### src/rtl/alu_out_sel.sv
// ALU output selector: picks one of NSRC result sources, registers it with flags behind a valid/ready handshake.
// Optional sticky-overflow register is built only when ALU_OUT_SEL_STICKY_EN is defined.
module alu_out_sel #(
  parameter int unsigned WIDTH = 8,
  parameter int unsigned NSRC  = 3,
  parameter int unsigned SELW  = 2
) (
  input  logic                    clk,
  input  logic                    rst,
  input  logic                    in_valid,
  output logic                    in_ready,
  input  logic [SELW-1:0]         osel,
  input  logic [NSRC*WIDTH-1:0]   src_y,
  input  logic [NSRC-1:0]         src_c,
  input  logic [NSRC-1:0]         src_v,
  output logic                    out_valid,
  input  logic                    out_ready,
  output logic [WIDTH-1:0]        y,
  output logic                    c,
  output logic                    v,
  output logic                    z,
  output logic                    n,
  output logic                    sel_err,
  output logic                    sv,
  input  logic                    clr_sticky,
  output logic [15:0]             op_count
);

  localparam int unsigned CNTW    = 16;
  localparam logic [CNTW-1:0] CNT_MAX = '1;

  typedef struct packed {
    logic [WIDTH-1:0] y;
    logic             c;
    logic             v;
    logic             z;
    logic             n;
    logic             err;
  } result_t;

  generate
    if (NSRC < 2 || NSRC > (1 << SELW)) begin : g_bad_nsrc
      $error("alu_out_sel: NSRC must be in 2..2**SELW");
    end
  endgenerate

  logic    accept;
  result_t nxt;
  result_t held;

  // Output stage can take a new result when empty or being drained this cycle.
  assign in_ready = !rst && (!out_valid || out_ready);
  assign accept   = in_valid && in_ready;

  // Source mux; out-of-range selects fall back to the adder and flag the error.
  always_comb begin
    nxt     = '0;
    nxt.y   = src_y[WIDTH-1:0];
    nxt.c   = src_c[0];
    nxt.v   = src_v[0];
    nxt.err = 1'b1;
    for (int i = 0; i < int'(NSRC); i++) begin
      if (osel == SELW'(i)) begin
        nxt.y   = src_y[i*WIDTH +: WIDTH];
        nxt.c   = src_c[i];
        nxt.v   = src_v[i];
        nxt.err = 1'b0;
      end
    end
    nxt.z = (nxt.y == '0);
    nxt.n = nxt.y[WIDTH-1];
  end

  // Result register, valid flag and saturating operation counter.
  always_ff @(posedge clk) begin
    if (rst) begin
      out_valid <= 1'b0;
      held      <= '0;
      op_count  <= '0;
    end else begin
      if (accept) begin
        out_valid <= 1'b1;
        held      <= nxt;
        if (op_count != CNT_MAX) begin
          op_count <= op_count + CNTW'(1);
        end
      end else if (out_ready) begin
        out_valid <= 1'b0;
      end
    end
  end

  assign y       = held.y;
  assign c       = held.c;
  assign v       = held.v;
  assign z       = held.z;
  assign n       = held.n;
  assign sel_err = held.err;

`ifdef ALU_OUT_SEL_STICKY_EN
  logic sv_q;

  // Sticky overflow: a new overflow in the same cycle as a clear keeps the flag set.
  always_ff @(posedge clk) begin
    if (rst) begin
      sv_q <= 1'b0;
    end else if (accept && nxt.v) begin
      sv_q <= 1'b1;
    end else if (clr_sticky) begin
      sv_q <= 1'b0;
    end
  end

  assign sv = sv_q;
`else
  logic unused_clr_sticky;

  assign unused_clr_sticky = clr_sticky;
  assign sv                = 1'b0;
`endif

endmodule

### config.mk
export PLATFORM = sky130hd
export DESIGN_NAME = alu_out_sel
export DESIGN_NICKNAME = d
export VERILOG_FILES = /design/src/rtl/alu_out_sel.sv
export SDC_FILE = /design/constraint.sdc
export NUM_CORES = 1
export LEC_CHECK = 0
export ABC_CLOCK_PERIOD_IN_PS = 3100
export BUFFER_PORTS_ARGS = -buffer_cell sky130_fd_sc_hd__buf_2
export CAP_MARGIN = 20
export CORE_ASPECT_RATIO = 1.75
export CORE_UTILIZATION = 51
export DETAILED_ROUTE_END_ITERATION = 8
export MAX_ROUTING_LAYER = met4
export PLACE_DENSITY = 0.91
export REMOVE_ABC_BUFFERS = 1
export SYNTH_ARGS = -nofsm -noshare
export SYNTH_HDL_FRONTEND = slang
export SYNTH_SLANG_ARGS = --single-unit
### constraint.sdc
create_clock -name clk -period 3.1 [get_ports clk]
set_clock_uncertainty 0.2 [all_clocks]
set_input_delay 0 -clock clk [delete_from_list [all_inputs] [get_ports clk]]
set_output_delay 0 -clock clk [all_outputs]
set_load 0.005 [all_outputs]
==> results.md <==
* Placed cells at 290
* Reg-to-reg endpoint: out_valid
* Synth Flop Type: dfxtp_1
* Synth top area cells: dfxtp_1, mux2i_1, nand2_1
* CTS Buffer Depth at 2
* Max Cap Viol at 0
* Resize count post-CTS at 0
* Met2 Routed Length at 2.70 mm
* Die height at 77.2 um
* CTS tree: done
* Setup slack after layout at 727 ps
* TNS Setup at 0 ps
* Final GP Congestion at ~0.85
* Top-count cell post-synth: nand2_1
* Initial antenna violation count at 0
* Pins Over Slew Limit at 0
* Ys Warns at 0
* Remaining DRCs at 0
* Max IR drop VDD at 313 uV
* Full die area at 3470 sq um
* Hold path startpoint: src_y[12]
* EDFF count, synth at 0
* Clock sinks at 29
* First-pass GRT wire length at 8.76 mm
* Syn Inst Count at 195
* Crit path kind: in2reg
* GRT Total Usage at 35.3%
* Layout cells sized above 1 at a little under a third
* Pwr/cell area at 383 nW/um^2
* Worst path required time at slightly above 3000 ps
* Initial Utilization at 53.0%
* Mapped cell area at roughly 1600 sq um
* WHS at 42.8 ps
* Yosys cell types at 39
* Floorplan Core Area at 3110 sq um
* I/O pins at 69
* Status: completed
* Worst Setup SP: rst
* Root buffer cell: clkbuf_8
* Final cell count without fillers at 315
* Reg2reg start: out_valid
* GR Overflow Total at 0
* Startpoint types: input port
* Nets at 309
* Drt first pass iters at 4
* Ant diodes at 0
* Metal3 WL at 531 um
* H-Tree Depth at 2
* #FFs+latches synth at 29
* Hold Path Class: in2reg
* Worst path arrival time at 2390 ps
* Initial DRC Count at 92
* Worst Path Max Fanout at 18
* Met1 WL at 1.96 mm
* Worst Reg2Reg Path Length in Cells at 5
* Hold path depth at 5
* Inserted Clock Buffers at 5
* Area share of the leading cell type in the synthesized netlist at 35.3%
* Final wirelength at 5.48 mm
* PortBufs at 66
* Worst slew pin tran at between 500 and 600 ps
* Place WS at 1070 ps
* Final hold violation count at 0
* Die X at 45.0 um
* Max Clk Rate at between 0.4 and 0.5 GHz
* Max_slew headroom at 61.5%
* Final Critical Period at 2370 ps
* Vias per cell at 5.92
* Period utilisation layout at between 70% and 80%
* Power, Total at between 0.8 and 0.9 mW
* Critical path capture point type: flop
* RSZ-0062 raised after global routing: no
* Worst Hold Path EP: y[4]
* Seq/Total Area, Yosys at a little over a third
* Clk_lat worst skew at ~290 ps
* FF-to-FF setup slack at 1000 ps
* ANT nets after route at 0
* Syn Area/Cell at 8.44 sq um
* Leakage at 1.02 nW
* WL/cell at between 15 and 20 um
* Synthesis-to-finish area growth at 34.7%
* CTS clk-pin slew, worst paths at 60 ps
* Uppermost layer routed: met4
* DP HPWL at between 2 and 3 mm
* Vias in the first global route at 1861
* Most instantiated cells after synthesis: nand2_1, mux2i_1, dfxtp_1
* Largest net degree at the start of global routing at 23
* Cell taking the most area after synthesis: dfxtp_1
* Core Rows at 27
* Final setup violation count at 0
* Ys async rst share at 0%
* Vias at 1866
[flip-flops by register name, indices dropped and copies added, names as in the netlist]
| register | count |
|---|---|
| y | 8 |
| out_valid | 1 |
| sel_err | 1 |
| v | 1 |
| op_count | 16 |
| c | 1 |
| z | 1 |
[area by class of cell]
type	count	area, sq um
fill	217	891
tap	43	53.8
clock buffer	6	72.6
multi-input combinational	150	992
clock inverter	2	10.0
inverter	2	7.51
sequential	29	581
timing repair buffer	83	500
[timing repair]
| action | CTS | global route |
|---|---|---|
| hold endpoints to repair | 18 | 0 |
| hold buffers | 17 | 0 |
| buffers inserted | 0 | 0 |
[routing by layer]
metal,vias up,track usage (%)
met1,852,36.7
met4,0,23.6
met5,-,-
li1,849,-
met2,126,53.3
met3,39,12.7
[critical path, cell delays in order]
cell and delay (ps):
dlygate4sd3_1 520, buf_2 220, inv_2 300, nand3_1 470, a21oi_2 420, and4_1 270, mux2i_1 170
[how the worst max path moves through the flow]
stage / end / slack, ps / cells after the start
floorplan: op_count[6] / 1200 / 6
global placement: op_count[6] / 1110 / 6
detailed placement: op_count[3] / 1070 / 6
CTS: op_count[3] / 810 / 7
global route: op_count[3] / 530 / 7
finish: op_count[3] / 730 / 7
[cell families after synthesis]
family	synth area share (%)
simple gates	25.5
mux	20.2
flops	35.3
compound gates	10.4
buf+inv	4.48
xor+xnor	3.19
fa+ha+maj	0.760
other cells	0.228
[placed cells by master, fill, tap and decap left out, drive strengths merged, types with 2 or more instances in the layout]
cell type / instances
inv: 2
dfxtp: 29
and3: 5
a21oi: 5
nand3: 8
nor4: 5
nand2: 35
buf: 66
mux2: 2
a211oi: 2
dlygate4sd3: 17
nor2: 13
o21ai: 14
and4: 3
mux2i: 31
xnor2: 5
clkinv: 2
o31ai: 4
nand4: 5
nor3: 2
clkbuf: 6
[where the power goes]
part | switching (mW) | internal, mW | leakage (nW)
combinational | 0.0768 | 0.0754 | 0.737
clock | 0.144 | 0.155 | 0.0450
sequential | 0.0102 | 0.388 | 0.236
total | 0.231 | 0.618 | 1.02
[stage by stage]
step	utilization [%]	cell area (sq um)
5_1_grt	71.3	2220
3_5_place_dp	63.2	1960
3_3_place_gp	63.2	1960
4_1_cts	71.3	2220
2_1_floorplan	-	1580
6_report	71.3	2220
Note: power is estimated with default switching activity, not from simulation.
